`config.mk`:
```
export PLATFORM = sky130hd
export DESIGN_NAME = aes64_subbytes_seq
export DESIGN_NICKNAME = d
export VERILOG_FILES = /design/src/rtl/aes_pkg.sv /design/src/rtl/aes_sbox.sv /design/src/rtl/aes64_subbytes_seq.sv
export SDC_FILE = /design/constraint.sdc
export NUM_CORES = 1
export LEC_CHECK = 0
export CAP_MARGIN = 25
export CORE_AREA = 10 10 199 201
export DETAILED_ROUTE_END_ITERATION = 8
export DIE_AREA = 0 0 209 211
export SETUP_SLACK_MARGIN = 0.3
export SLEW_MARGIN = 0
export SYNTH_ARGS = -nofsm -noshare
export SYNTH_HDL_FRONTEND = slang
export SYNTH_SLANG_ARGS = --single-unit
```
`constraint.sdc`:
```
create_clock -name clk -period 4.1 [get_ports clk]
set_clock_uncertainty 0.05 [all_clocks]
set_input_delay 0.615 -clock clk [delete_from_list [all_inputs] [get_ports clk]]
set_output_delay 0.615 -clock clk [all_outputs]
set_load 0.005 [all_outputs]
```
`src/rtl/aes_pkg.sv`:
```
// Shared AES byte types, FSM state encoding and forward/inverse S-box tables.
// The inverse table is only referenced when AES_INV_SBOX_EN is defined.
package aes_pkg;

  typedef logic [7:0] byte_t;

  typedef enum logic [1:0] {
    IDLE = 2'd0,
    BUSY = 2'd1,
    DONE = 2'd2
  } subbytes_state_e;

  localparam byte_t SBOX_FWD [256] = '{
    8'h63, 8'h7c, 8'h77, 8'h7b, 8'hf2, 8'h6b, 8'h6f, 8'hc5, 8'h30, 8'h01, 8'h67, 8'h2b, 8'hfe, 8'hd7, 8'hab, 8'h76,
    8'hca, 8'h82, 8'hc9, 8'h7d, 8'hfa, 8'h59, 8'h47, 8'hf0, 8'had, 8'hd4, 8'ha2, 8'haf, 8'h9c, 8'ha4, 8'h72, 8'hc0,
    8'hb7, 8'hfd, 8'h93, 8'h26, 8'h36, 8'h3f, 8'hf7, 8'hcc, 8'h34, 8'ha5, 8'he5, 8'hf1, 8'h71, 8'hd8, 8'h31, 8'h15,
    8'h04, 8'hc7, 8'h23, 8'hc3, 8'h18, 8'h96, 8'h05, 8'h9a, 8'h07, 8'h12, 8'h80, 8'he2, 8'heb, 8'h27, 8'hb2, 8'h75,
    8'h09, 8'h83, 8'h2c, 8'h1a, 8'h1b, 8'h6e, 8'h5a, 8'ha0, 8'h52, 8'h3b, 8'hd6, 8'hb3, 8'h29, 8'he3, 8'h2f, 8'h84,
    8'h53, 8'hd1, 8'h00, 8'hed, 8'h20, 8'hfc, 8'hb1, 8'h5b, 8'h6a, 8'hcb, 8'hbe, 8'h39, 8'h4a, 8'h4c, 8'h58, 8'hcf,
    8'hd0, 8'hef, 8'haa, 8'hfb, 8'h43, 8'h4d, 8'h33, 8'h85, 8'h45, 8'hf9, 8'h02, 8'h7f, 8'h50, 8'h3c, 8'h9f, 8'ha8,
    8'h51, 8'ha3, 8'h40, 8'h8f, 8'h92, 8'h9d, 8'h38, 8'hf5, 8'hbc, 8'hb6, 8'hda, 8'h21, 8'h10, 8'hff, 8'hf3, 8'hd2,
    8'hcd, 8'h0c, 8'h13, 8'hec, 8'h5f, 8'h97, 8'h44, 8'h17, 8'hc4, 8'ha7, 8'h7e, 8'h3d, 8'h64, 8'h5d, 8'h19, 8'h73,
    8'h60, 8'h81, 8'h4f, 8'hdc, 8'h22, 8'h2a, 8'h90, 8'h88, 8'h46, 8'hee, 8'hb8, 8'h14, 8'hde, 8'h5e, 8'h0b, 8'hdb,
    8'he0, 8'h32, 8'h3a, 8'h0a, 8'h49, 8'h06, 8'h24, 8'h5c, 8'hc2, 8'hd3, 8'hac, 8'h62, 8'h91, 8'h95, 8'he4, 8'h79,
    8'he7, 8'hc8, 8'h37, 8'h6d, 8'h8d, 8'hd5, 8'h4e, 8'ha9, 8'h6c, 8'h56, 8'hf4, 8'hea, 8'h65, 8'h7a, 8'hae, 8'h08,
    8'hba, 8'h78, 8'h25, 8'h2e, 8'h1c, 8'ha6, 8'hb4, 8'hc6, 8'he8, 8'hdd, 8'h74, 8'h1f, 8'h4b, 8'hbd, 8'h8b, 8'h8a,
    8'h70, 8'h3e, 8'hb5, 8'h66, 8'h48, 8'h03, 8'hf6, 8'h0e, 8'h61, 8'h35, 8'h57, 8'hb9, 8'h86, 8'hc1, 8'h1d, 8'h9e,
    8'he1, 8'hf8, 8'h98, 8'h11, 8'h69, 8'hd9, 8'h8e, 8'h94, 8'h9b, 8'h1e, 8'h87, 8'he9, 8'hce, 8'h55, 8'h28, 8'hdf,
    8'h8c, 8'ha1, 8'h89, 8'h0d, 8'hbf, 8'he6, 8'h42, 8'h68, 8'h41, 8'h99, 8'h2d, 8'h0f, 8'hb0, 8'h54, 8'hbb, 8'h16
  };

  localparam byte_t SBOX_INV [256] = '{
    8'h52, 8'h09, 8'h6a, 8'hd5, 8'h30, 8'h36, 8'ha5, 8'h38, 8'hbf, 8'h40, 8'ha3, 8'h9e, 8'h81, 8'hf3, 8'hd7, 8'hfb,
    8'h7c, 8'he3, 8'h39, 8'h82, 8'h9b, 8'h2f, 8'hff, 8'h87, 8'h34, 8'h8e, 8'h43, 8'h44, 8'hc4, 8'hde, 8'he9, 8'hcb,
    8'h54, 8'h7b, 8'h94, 8'h32, 8'ha6, 8'hc2, 8'h23, 8'h3d, 8'hee, 8'h4c, 8'h95, 8'h0b, 8'h42, 8'hfa, 8'hc3, 8'h4e,
    8'h08, 8'h2e, 8'ha1, 8'h66, 8'h28, 8'hd9, 8'h24, 8'hb2, 8'h76, 8'h5b, 8'ha2, 8'h49, 8'h6d, 8'h8b, 8'hd1, 8'h25,
    8'h72, 8'hf8, 8'hf6, 8'h64, 8'h86, 8'h68, 8'h98, 8'h16, 8'hd4, 8'ha4, 8'h5c, 8'hcc, 8'h5d, 8'h65, 8'hb6, 8'h92,
    8'h6c, 8'h70, 8'h48, 8'h50, 8'hfd, 8'hed, 8'hb9, 8'hda, 8'h5e, 8'h15, 8'h46, 8'h57, 8'ha7, 8'h8d, 8'h9d, 8'h84,
    8'h90, 8'hd8, 8'hab, 8'h00, 8'h8c, 8'hbc, 8'hd3, 8'h0a, 8'hf7, 8'he4, 8'h58, 8'h05, 8'hb8, 8'hb3, 8'h45, 8'h06,
    8'hd0, 8'h2c, 8'h1e, 8'h8f, 8'hca, 8'h3f, 8'h0f, 8'h02, 8'hc1, 8'haf, 8'hbd, 8'h03, 8'h01, 8'h13, 8'h8a, 8'h6b,
    8'h3a, 8'h91, 8'h11, 8'h41, 8'h4f, 8'h67, 8'hdc, 8'hea, 8'h97, 8'hf2, 8'hcf, 8'hce, 8'hf0, 8'hb4, 8'he6, 8'h73,
    8'h96, 8'hac, 8'h74, 8'h22, 8'he7, 8'had, 8'h35, 8'h85, 8'he2, 8'hf9, 8'h37, 8'he8, 8'h1c, 8'h75, 8'hdf, 8'h6e,
    8'h47, 8'hf1, 8'h1a, 8'h71, 8'h1d, 8'h29, 8'hc5, 8'h89, 8'h6f, 8'hb7, 8'h62, 8'h0e, 8'haa, 8'h18, 8'hbe, 8'h1b,
    8'hfc, 8'h56, 8'h3e, 8'h4b, 8'hc6, 8'hd2, 8'h79, 8'h20, 8'h9a, 8'hdb, 8'hc0, 8'hfe, 8'h78, 8'hcd, 8'h5a, 8'hf4,
    8'h1f, 8'hdd, 8'ha8, 8'h33, 8'h88, 8'h07, 8'hc7, 8'h31, 8'hb1, 8'h12, 8'h10, 8'h59, 8'h27, 8'h80, 8'hec, 8'h5f,
    8'h60, 8'h51, 8'h7f, 8'ha9, 8'h19, 8'hb5, 8'h4a, 8'h0d, 8'h2d, 8'he5, 8'h7a, 8'h9f, 8'h93, 8'hc9, 8'h9c, 8'hef,
    8'ha0, 8'he0, 8'h3b, 8'h4d, 8'hae, 8'h2a, 8'hf5, 8'hb0, 8'hc8, 8'heb, 8'hbb, 8'h3c, 8'h83, 8'h53, 8'h99, 8'h61,
    8'h17, 8'h2b, 8'h04, 8'h7e, 8'hba, 8'h77, 8'hd6, 8'h26, 8'he1, 8'h69, 8'h14, 8'h63, 8'h55, 8'h21, 8'h0c, 8'h7d
  };

endpackage

```
`src/rtl/aes_sbox.sv`:
```
// Combinational AES S-box for one byte. With AES_INV_SBOX_EN defined the
// inverse table is also present and selected by inv; otherwise inv is ignored.
module aes_sbox
  import aes_pkg::*;
(
  input  byte_t in_byte,
  input  logic  inv,
  output byte_t out_byte
);

`ifdef AES_INV_SBOX_EN
  assign out_byte = inv ? SBOX_INV[in_byte] : SBOX_FWD[in_byte];
`else
  logic unused_inv;
  assign unused_inv = inv;
  assign out_byte   = SBOX_FWD[in_byte];
`endif

endmodule

```
`src/rtl/aes64_subbytes_seq.sv`:
```
// Sequential SubBytes over a 64-bit half-state, BYTES_PER_CYCLE shared S-boxes.
// Optional inverse substitution is enabled by defining AES_INV_SBOX_EN.
module aes64_subbytes_seq
  import aes_pkg::*;
#(
  parameter int BYTES_PER_CYCLE = 2
) (
  input  logic        clk,
  input  logic        rst,
  input  logic        in_valid,
  output logic        in_ready,
  input  logic [63:0] in_data,
  input  logic        in_inv,
  output logic        out_valid,
  input  logic        out_ready,
  output logic [63:0] out_data
);

  localparam int NUM_STEPS = 8 / BYTES_PER_CYCLE;
  localparam int STEP_W    = (NUM_STEPS > 1) ? $clog2(NUM_STEPS) : 1;
  localparam logic [STEP_W-1:0] LAST_STEP = STEP_W'(NUM_STEPS - 1);

  if (!(BYTES_PER_CYCLE == 1 || BYTES_PER_CYCLE == 2 ||
        BYTES_PER_CYCLE == 4 || BYTES_PER_CYCLE == 8)) begin : g_bad_bpc
    $error("aes64_subbytes_seq: BYTES_PER_CYCLE must be 1, 2, 4 or 8");
  end

  subbytes_state_e   state_reg, state_next;
  logic [STEP_W-1:0] step_reg;
  byte_t             data_reg [8];
  byte_t             res_reg  [8];
  byte_t             res_next [8];
  logic              inv_reg;
  logic [63:0]       res_flat;
  logic [63:0]       out_data_reg;
  logic [2:0]        step_base;
  byte_t             sbox_out [BYTES_PER_CYCLE];
  logic              accept;
  logic              last_step;

  assign step_base = 3'(int'(step_reg) * BYTES_PER_CYCLE);
  assign last_step = (step_reg == LAST_STEP);
  assign accept    = in_valid && in_ready;

  // Lane gi of each step handles byte step*BPC+gi, so low bytes finish first.
  for (genvar gi = 0; gi < BYTES_PER_CYCLE; gi++) begin : g_sbox
    logic [2:0] lane;
    assign lane = step_base + 3'(gi);
    aes_sbox u_sbox (
      .in_byte  (data_reg[lane]),
      .inv      (inv_reg),
      .out_byte (sbox_out[gi])
    );
  end

  always_comb begin
    res_next = res_reg;
    for (int i = 0; i < BYTES_PER_CYCLE; i++) begin
      res_next[step_base + 3'(i)] = sbox_out[i];
    end
  end

  for (genvar gi = 0; gi < 8; gi++) begin : g_pack
    assign res_flat[gi*8 +: 8] = res_next[gi];
  end

  always_ff @(posedge clk) begin
    if (rst) begin
      state_reg <= IDLE;
    end else begin
      state_reg <= state_next;
    end
  end

  always_comb begin
    state_next = state_reg;
    case (state_reg)
      IDLE: if (in_valid) state_next = BUSY;
      BUSY: if (last_step) state_next = DONE;
      DONE: if (out_ready) state_next = in_valid ? BUSY : IDLE;
      default: state_next = IDLE;
    endcase
  end

  // in_ready deliberately ignores in_valid so upstream can wait on it freely.
  always_comb begin
    in_ready  = 1'b0;
    out_valid = 1'b0;
    case (state_reg)
      IDLE: in_ready = 1'b1;
      DONE: begin
        out_valid = 1'b1;
        in_ready  = out_ready;
      end
      default: ;
    endcase
  end

  assign out_data = out_data_reg;

  // The output register is only loaded on the final step, so out_data is stable
  // from DONE entry until the next operation completes.
  always_ff @(posedge clk) begin
    if (rst) begin
      step_reg     <= '0;
      inv_reg      <= 1'b0;
      out_data_reg <= '0;
      for (int i = 0; i < 8; i++) begin
        data_reg[i] <= '0;
        res_reg[i]  <= '0;
      end
    end else if (accept) begin
      step_reg <= '0;
      inv_reg  <= in_inv;
      for (int i = 0; i < 8; i++) begin
        data_reg[i] <= in_data[i*8 +: 8];
        res_reg[i]  <= '0;
      end
    end else if (state_reg == BUSY) begin
      res_reg <= res_next;
      if (last_step) begin
        step_reg     <= '0;
        out_data_reg <= res_flat;
      end else begin
        step_reg <= step_reg + 1'b1;
      end
    end
  end

endmodule

```
==> flow_summary.ini, run 1 <==
[synthesis]
yosys.area.top_type_share = 0.168
netlist_area_um2 = 14000
ys.warnings.count = 0
yosysUniqueCellTypes = 89
synth_area_leaders = dfxtp_1 (17%), edfxtp_1 (14%), a21oi_1 (6.5%)
syn-num-nets = 1882
yosys-top-cells-count = a21oi_1 (182), o21ai_0 (182), clkbuf_1 (134), nand2_1 (133), dfxtp_1 (118)
ys_seq_area_frac = 0.305
syn_inst = 1781
postSynthAreaPerCell_um2 = 7.89
synth_edf_count = 64
yosys.area.top_type = dfxtp_1
synth-async-reset-ratio = 0
ys.flop_type = dfxtp_1
synth.ff_latch_count = 182

[cts]
clock_latency_ns = 0.47
cts_buffer_depth = 2
numCtsBuffers = 17
hold_buffers = 0
cts-root-buf = clkbuf_16
cts_tree = built
clock_sinks = 182
h-tree-depth = 4
clk_pin_slew_ns = 0.08

[place]
routabilityCongestion = 1.07
dp_cells = 2332
dp_hpwl_mm = 47.4
numPortBuffers = 133

[critical_path]
criticalPathCategory = flop to flop
crit_path_max_incr_delay_ns = 0.57
required_ns = 4.37
worstPathMaxFanout = 16
endpoint_kind = flop
cp_common_cell = buf_4
cp_slowest_cell = mux4_2
critPathLaunchType = flop
cp_data_arrival_time_ns = 4.02
path_cells = mux4_2, inv_1, ha_1, buf_4, nand2b_1, buf_4, a41oi_1, o21ai_0, o311a_1, a211oi_2, buf_4, a21oi_1

[min_path]
hold_class = flop to flop

[detailed_routing]
detail_route.wl_per_cell_um = 28.3
drc_errors = 0
detail_route.wirelength_mm = 67.2
drt_first_pass_iters = 6
vias_per_cell = 6.78
drtAntennaViolNets = 0
drt-initial-drc-count = 2291
vias = 16080

[layout]
multiInputGateArea_um2 = 8900
layout-drive-gt1-share = 0.145
regArea_um2 = 4290
n_fill_cell = 3405
stdcell_count = 2372
nNetsFinal = 1999
n_antenna_cell = 0
area_delta_synth_final_pct = 22.6

[die]
dieHeight_um = 211
initial_core_util = 0.397
die-area_um2 = 44100
rows = 69
io_pins = 135
die_width_um = 209
core_um2 = 35400

[power]
switchingPower_w = 0.00277
power_frac_seq = 0.300
vdd_drop_max_mv = 0.384
p_per_area_nw_per_um2 = 383
combPwrFrac = 0.430
p_int_w = 0.00383
power_w = 0.00659
clkPwrFrac = 0.270
p_sw_frac = 0.420
leakage_nw = 6.13

[sta]
post-route-min-period_ns = 3.76
setup_tns_ns = 0
rsz0062_at_grt = false
max_slew_margin = 0.431
worst_pin_slew_ns = 0.853
finalSetupViolCount = 0
drv_slew = 0
finalHoldViolCount = 0
timing.final.crit_share = 0.916
clock.fmax_ghz = 0.266

[job]
drv_cap = 0

[global_route]
grt_first_pass_wirelength_mm = 99.2
grt.total_usage = 0.288
grt-ovfl-total = 0
grt_antenna_before_repair = 2
first_global_vias = 14924
grt_max_degree = 82

[status]
status = complete, no violations
## power by group through the flow
stage	registers (W)	logic (W)	clock network, W
finish	0.00198	0.00284	0.00178
global route	0.00198	0.00295	0.00188
CTS	0.00197	0.00267	0.00180
detailed placement	0.00201	0.00265	0
global placement	0.00201	0.00271	0
floorplan	0.00200	0.00154	0
## critical path: cells and delay by family, from the launching register on
kind / cells / cell delay, ns
flip-flops: 1 / 0.46
AO/OA/AOI/OAI: 5 / 1.04
adder cells (fa/ha/maj): 1 / 0.18
multiplexers: 1 / 0.57
AND/OR/NAND/NOR: 1 / 0.28
buffers and inverters: 4 / 1.03
## cells in the final DEF (no fill, tap or decap), types with 25 or more instances in the layout
cell type and count:
mux2i_1 34, nor2_1 95, o21ai_0 179, nand2b_1 34, nor3_1 34, nand3_1 64, and2_1 63, buf_4 150
clkdlybuf4s50_1 132, edfxtp_1 64, ha_1 27, a31oi_1 64, nand2_1 132, nor2b_1 41, o211ai_1 29, a21oi_1 181
dfxtp_1 116, and4_1 30, inv_1 25
## cell type report
class,instances,area share
multi-input cells,1373,0.517
flip-flops and latches,182,0.249
repair buffers,295,0.156
well taps,461,0.0335
clock buffers,17,0.0247
clock inverters,15,0.0126
inverters,29,0.00647
## cells by family (layout without fill, tap and decap cells)
kind of cell	after synthesis	in the layout	synth area share
DFF	182	182	0.305
xor gates and xnor gates	9	9	0.00561
adders and majority gates	32	32	0.0285
buffers and inverters	227	356	0.0680
muxes	62	63	0.0570
AOI/OAI and AO/OA	701	701	0.324
and+or+nand+nor	568	568	0.212
## metal layers
metal | GRT usage | wire (um) | vias to the layer above
met3 | 0.0702 | 7660 | 193
met4 | 0.112 | 2770 | 0
met1 | 0.399 | 28300 | 7758
li1 | - | - | 6999
met5 | 0 | 0 | -
met2 | 0.422 | 28400 | 1130
## metrics by stage
step                      setup WS, ns  cell area (um2)   util  hold WS [ns]
after detailed placement         0.202            16400  0.464         0.399
final                            0.345            17200  0.486         0.411
after global routing             0.297            17200  0.486         0.422
after floorplan                  0.359            14000      -         0.382
after global placement           0.250            16400  0.464         0.393
after CTS                        0.312            17100  0.482         0.410
## final timing paths
kind	to	slack, ns	cells after the start	from
setup / recovery	res_reg[55]$_SDFFE_PP0N_	0.34	12	step_reg[0]$_SDFFE_PP0N_
hold / removal	res_reg[54]$_SDFFE_PP0N_	0.41	2	res_reg[54]$_SDFFE_PP0N_
setup reg to reg	res_reg[55]$_SDFFE_PP0N_	0.34	12	step_reg[0]$_SDFFE_PP0N_
hold reg to reg	res_reg[54]$_SDFFE_PP0N_	0.41	2	res_reg[54]$_SDFFE_PP0N_
## timing repair
| item | CTS | global route |
|---|---|---|
| pin swaps | 2 | 4 |
| endpoints found under the setup margin | 20 | 83 |
| setup buffers | 0 | 7 |
| endpoints found under the hold margin | 0 | 0 |
| gates resized for setup | 3 | 19 |
| cloned | 0 | 1 |
No activity file was read; power rests on OpenSTA's default activity.
==> run 2: changes to the inputs <==
--- a/config.mk
+++ b/config.mk
@@ -5,11 +5,13 @@
 export SDC_FILE = /design/constraint.sdc
 export NUM_CORES = 1
 export LEC_CHECK = 0
+export ABC_AREA = 1
 export CAP_MARGIN = 25
-export CORE_AREA = 10 10 199 201
+export CORE_AREA = 10 10 198 200
 export DETAILED_ROUTE_END_ITERATION = 8
-export DIE_AREA = 0 0 209 211
+export DIE_AREA = 0 0 208 210
 export SETUP_SLACK_MARGIN = 0.3
+export SKIP_CTS_REPAIR_TIMING = 1
 export SLEW_MARGIN = 0
 export SYNTH_ARGS = -nofsm -noshare
 export SYNTH_HDL_FRONTEND = slang
==> run 2 against run 1 <==
Compared with the run above: maximum frequency up 6.8%; core utilization shrank 1.5 points; synthesized cell count rose by 25%; highest routed layer unchanged.
==> flow_summary.ini, run 2 <==
[layout]
final_common_cell = nand3_1
area_delta_synth_final_pct = 19.0
layout-drive-gt1-share = 0.0926
most-common-layout-cells = nand3_1 (703), nand2_1 (534), inv_1 (168)
stdcell_count = 2794
n_antenna_cell = 0
nNetsFinal = 2421
utilization = 0.472

[sta]
rsz0062_at_grt = false
drv_slew = 0
clock.fmax_ghz = 0.284
finalSetupViolCount = 0
setup_tns_ns = 0
max_slew_margin = 0.388
worst_pin_slew_ns = 0.918
finalHoldViolCount = 0
timing.final.crit_share = 0.857
post-route-min-period_ns = 3.52
hold_ws_ns = 0.458

[critical_path]
cp_data_arrival_time_ns = 3.82
worstPathMaxFanout = 20
critPathLaunchType = flop
endpoint_kind = flop
criticalPathCategory = flop to flop
required_ns = 4.40

[power]
combPwrFrac = 0.428
p_sw_frac = 0.431
power_w = 0.00642
switchingPower_w = 0.00277
power_frac_seq = 0.310
clkPwrFrac = 0.262
vdd_drop_max_mv = 0.233
leakage_nw = 7.80
p_per_area_nw_per_um2 = 386
p_int_w = 0.00365

[detailed_routing]
detail_route.wirelength_mm = 57.2
vias_per_cell = 5.78
detail_route.wl_per_cell_um = 20.5
vias = 16163
drt-initial-drc-count = 2209
drtAntennaViolNets = 0
drc_errors = 0
drt_first_pass_iters = 7

[synthesis]
ys.warnings.count = 0
synth_edf_count = 64
yosys.area.top_type = nand3_1
yosys-top-cells-count = nand3_1 (704), nand2_1 (539), inv_1 (168), nor2_1 (125), dfxtp_1 (118)
postSynthAreaPerCell_um2 = 6.26
ys_seq_area_frac = 0.307
yosys.area.top_type_share = 0.252
ys.flop_type = dfxtp_1
syn-num-nets = 2332
synth_area_leaders = nand3_1 (25%), dfxtp_1 (17%), nand2_1 (14%)
netlist_area_um2 = 14000
yosysUniqueCellTypes = 30
synth-async-reset-ratio = 0
syn_inst = 2231
synth.ff_latch_count = 182
synth.most_common_cell = nand3_1

[cts]
clock_latency_ns = 0.44
cts-root-buf = clkbuf_16
clk_pin_slew_ns = 0.09
cts_tree = built
h-tree-depth = 4
numCtsBuffers = 17
clock_sinks = 182
cts_buffer_depth = 2

[die]
io_pins = 135
initial_core_util = 0.396
dieHeight_um = 210
die_width_um = 208
rows = 69
core_um2 = 35200
die-area_um2 = 43700

[job]
drv_cap = 0

[global_route]
grt_max_degree = 100
gr-usage-met3 = 0.0466
grt_antenna_before_repair = 0
grt-ovfl-total = 0
grt_first_pass_wirelength_mm = 88.3
grt.total_usage = 0.251
grtUsageMet1 = 0.348
first_global_vias = 14939
grtUsageMet2 = 0.375
busiest_layer = met2

[place]
numPortBuffers = 133
dp_cells = 2758
dp_hpwl_mm = 41.1
routabilityCongestion = 1.03

[min_path]
hold_class = flop to flop

[status]
status = complete, no violations
## run 2: changes by cell type after synthesis, moves of 41 or more
cell,before,now
nor2b_1,41,0
a21oi_1,182,107
nand3_1,64,704
and2_1,62,0
a31oi_1,64,0
inv_1,28,168
clkbuf_1,134,68
nand2_1,133,539
o21ai_0,182,91
## run 2: routing by layer
metal | vias to the layer above | share of wire
met5 | - | 0
met4 | 0 | 0.041
met3 | 150 | 0.096
met2 | 875 | 0.43
met1 | 7495 | 0.43
li1 | 7643 | -
## run 2: logic make-up (layout without fill, tap and decap cells)
kind of cell               Yosys count  count (layout)  share of synthesized area
adders and majority gates           32              32                     0.0287
DFF                                182             182                      0.307
buffers and inverters              339             441                      0.105
AOI/OAI and AO/OA                  230             230                     0.0913
and+or+nand+nor                   1448            1448                      0.468
## run 2: layout make-up
class,instances,area (um2)
Tap cell,461,577
Inverter,176,661
Timing Repair Buffer,233,2230
Clock buffer,17,425
Fill cell,3731,18600
Clock inverter,15,201
Sequential cell,182,4280
Multi-Input combinational cell,1710,8240
## run 2: final timing paths
| kind | start | to | slack, ns | depth (start not counted) |
|---|---|---|---|---|
| setup / recovery | step_reg[1]$_SDFFE_PP0N_ | res_reg[51]$_SDFFE_PP0N_ | 0.58 | 16 |
| hold / removal | out_data[57]$_SDFFE_PP0P_ | out_data[57]$_SDFFE_PP0P_ | 0.46 | 2 |
| hold reg to reg | out_data[57]$_SDFFE_PP0P_ | out_data[57]$_SDFFE_PP0P_ | 0.46 | 2 |
| setup reg to reg | step_reg[1]$_SDFFE_PP0N_ | res_reg[51]$_SDFFE_PP0N_ | 0.58 | 16 |
## run 2: power groups by stage
stage                     clock network, W  logic (W)  registers [W]
after floorplan                          0    0.00174        0.00202
after global placement                   0    0.00265        0.00203
after detailed placement                 0    0.00264        0.00203
after CTS                          0.00171    0.00265        0.00199
after global routing               0.00179    0.00297        0.00200
final                              0.00168    0.00275        0.00199
## run 2: per-stage QoR
| step | area, um2 | worst slack, ns |
|---|---|---|
| 6_report | 16600 | 0.584 |
| 5_1_grt | 16600 | 0.399 |
| 4_1_cts | 16500 | 0.701 |
| 3_5_place_dp | 15900 | 0.703 |
| 3_3_place_gp | 15900 | 0.748 |
| 2_1_floorplan | 14000 | 0.543 |
## run 2: worst max-delay path, cell delays in order, from the launching register on
cell	delay [ns]
dfxtp_1	0.40
inv_1	0.27
nand3_2	0.31
nand2_2	0.50
nand2_1	0.45
inv_1	0.18
nand2_1	0.11
nand2_1	0.12
nand2_1	0.06
nand3_1	0.07
nand3_1	0.07
nand2_1	0.14
nand2_1	0.25
nand3_1	0.22
nand3_1	0.08
nand2_1	0.10
inv_1	0.04
==> run 3: changes to the inputs <==
--- a/config.mk
+++ b/config.mk
@@ -7,9 +7,10 @@
 export LEC_CHECK = 0
 export ABC_AREA = 1
 export CAP_MARGIN = 25
-export CORE_AREA = 10 10 198 200
+export CORE_AREA = 10 10 190 192
+export CTS_CLUSTER_SIZE = 40
 export DETAILED_ROUTE_END_ITERATION = 8
-export DIE_AREA = 0 0 208 210
+export DIE_AREA = 0 0 200 202
 export SETUP_SLACK_MARGIN = 0.3
 export SKIP_CTS_REPAIR_TIMING = 1
 export SLEW_MARGIN = 0
==> run 3 against run 2 <==
Compared with the run above: power fell by 0.20%; combinational power about the same; routed wire length barely moved; register-to-register slack improved by 0.098 ns; clock-buffer cell count grew 4; via count fell by 0.53%; core utilization is 4.3 points higher; critical endpoint is now out_data[11]$_SDFFE_PP0P_; highest routed layer is now met5.
==> flow_summary.ini, run 3 (synthesized netlist as in run 2, its figures left out) <==
[global_route]
grt_first_pass_wirelength_mm = 88.0
grt_max_degree = 129
grt-ovfl-total = 0
grt.total_usage = 0.277
first_global_vias = 14721
grt_antenna_before_repair = 2

[critical_path]
reg2regPathDepth = 17
worstPathMaxFanout = 24
cp_data_arrival_time_ns = 3.70
criticalPathCategory = flop to flop
r2r-end = out_data[11]$_SDFFE_PP0P_
rr_startpoint = step_reg[0]$_SDFFE_PP0N_
endpoint_kind = flop
required_ns = 4.38
critPathLaunchType = flop
r2r_slack_ns = 0.68

[cts]
numCtsBuffers = 17
clk_pin_slew_ns = 0.07
cts_tree = built
cts_buffer_depth = 2
h-tree-depth = 4
cts-root-buf = clkbuf_16
clock_sinks = 182
clock_latency_ns = 0.43

[power]
vdd_drop_max_mv = 0.292
power_frac_seq = 0.311
clkPwrFrac = 0.256
p_per_area_nw_per_um2 = 385
p_int_w = 0.00375
combPwrFrac = 0.433
switchingPower_w = 0.00266
leakage_nw = 7.84
p_sw_frac = 0.415

[detailed_routing]
vias_per_cell = 5.79
drc_errors = 0
drt-initial-drc-count = 2136
detail_route.wl_per_cell_um = 20.6
drt_first_pass_iters = 8
wl_met3_mm = 5.84
detail_route.wirelength_mm = 57.2
met1_length_mm = 24.9
wl_met2_mm = 24.5
routed.top_layer = met5
drtAntennaViolNets = 0
vias = 16078

[min_path]
hold_class = flop to flop
hold_start = out_data[60]$_SDFFE_PP0P_
hold_path_depth = 2
min_to = out_data[60]$_SDFFE_PP0P_

[place]
dp_hpwl_mm = 40.7
routabilityCongestion = 1.03
dp_cells = 2743
pre_cts_ws_ns = 0.790
numPortBuffers = 133

[sta]
post-route-min-period_ns = 3.42
finalSetupViolCount = 0
hold_ws_ns = 0.454
worst_pin_slew_ns = 0.907
drv_slew = 0
rsz0062_at_grt = false
max_slew_margin = 0.394
timing.final.crit_share = 0.834
clock.fmax_ghz = 0.293
finalHoldViolCount = 0
setup_ws_ns = 0.683
setup_tns_ns = 0

[die]
die_width_um = 200
initial_core_util = 0.432
io_pins = 135
core_um2 = 32300
die-area_um2 = 40400
dieHeight_um = 202
rows = 66

[layout]
most-common-layout-cells = nand3_1 (703), nand2_1 (534), inv_1 (167)
n_fill_cell = 3331
multiInputGateArea_um2 = 8240
final_common_cell = nand3_1
nNetsFinal = 2425
n_antenna_cell = 0
stdcell_count = 2779
regArea_um2 = 4280
layout-drive-gt1-share = 0.0946
area_delta_synth_final_pct = 19.1

[status]
status = complete, no violations

[job]
drv_cap = 0
-- run 3: cell count changes in the layout (fill, tap and decap cells not counted), moves of 2 or more --
cell,before,now
clkinv_2,0,2
clkinv_8,7,0
inv_12,2,0
clkinvlp_4,2,0
inv_6,2,4
clkinv_4,0,2
buf_12,8,11
clkbuf_8,0,4
-- run 3: metrics by stage --
stage | cell area, um2 | power (W) | utilization
after floorplan | 14000 | 0.00377 | -
after global placement | 15900 | 0.00470 | 0.494
after detailed placement | 15900 | 0.00470 | 0.494
after CTS | 16500 | 0.00633 | 0.512
after global routing | 16600 | 0.00674 | 0.515
final | 16600 | 0.00640 | 0.515
-- run 3: worst max path at each step --
stage,start,end,slack [ns],cells past startpoint
after detailed placement,step_reg[0]$_SDFFE_PP0N_,res_reg[20]$_SDFFE_PP0N_,0.79,16
after global routing,flop,out_data[3]$_SDFFE_PP0P_,0.46,20
after CTS,step_reg[0]$_SDFFE_PP0N_,out_data[11]$_SDFFE_PP0P_,0.75,17
final,step_reg[0]$_SDFFE_PP0N_,out_data[11]$_SDFFE_PP0P_,0.68,17
after global placement,step_reg[0]$_SDFFE_PP0N_,res_reg[51]$_SDFFE_PP0N_,0.83,17
after floorplan,rst,data_reg[0][0]$_SDFFCE_PN0P_,0.54,4
-- run 3: critical path, stage by stage (launching register included) --
cell     delay (ns)
dfxtp_1        0.34
buf_4          0.27
nand2_1        0.09
nand3_1        0.08
nand2_1        0.31
ha_1           0.39
inv_1          0.10
nand3_1        0.38
nand3_1        0.24
nand3_1        0.09
nand3_1        0.11
nand3_1        0.11
nand2_1        0.15
nand2_1        0.19
nand3_1        0.18
nand3_1        0.11
nand2_1        0.08
inv_1          0.03
-- run 3: power groups by stage --
stage	Clock [W]	Combinational (W)	Sequential (W)
detailed placement	0	0.00267	0.00203
finish	0.00164	0.00277	0.00199
global route	0.00174	0.00301	0.00200
global placement	0	0.00267	0.00203
floorplan	0	0.00174	0.00202
CTS	0.00167	0.00268	0.00199
-- run 3: layout make-up --
class | count | area share
multi-input cells | 1710 | 0.495
flip-flops and latches | 182 | 0.258
well taps | 442 | 0.0332
clock inverters | 11 | 0.00662
inverters | 176 | 0.0397
repair buffers | 237 | 0.139
clock buffers | 21 | 0.0289
-- run 3: layer usage --
layer,global-route usage,vias to the layer above
li1,-,7660
met1,0.395,7397
met2,0.399,874
met3,0.0590,141
met4,0.0990,6
met5,0.0140,-
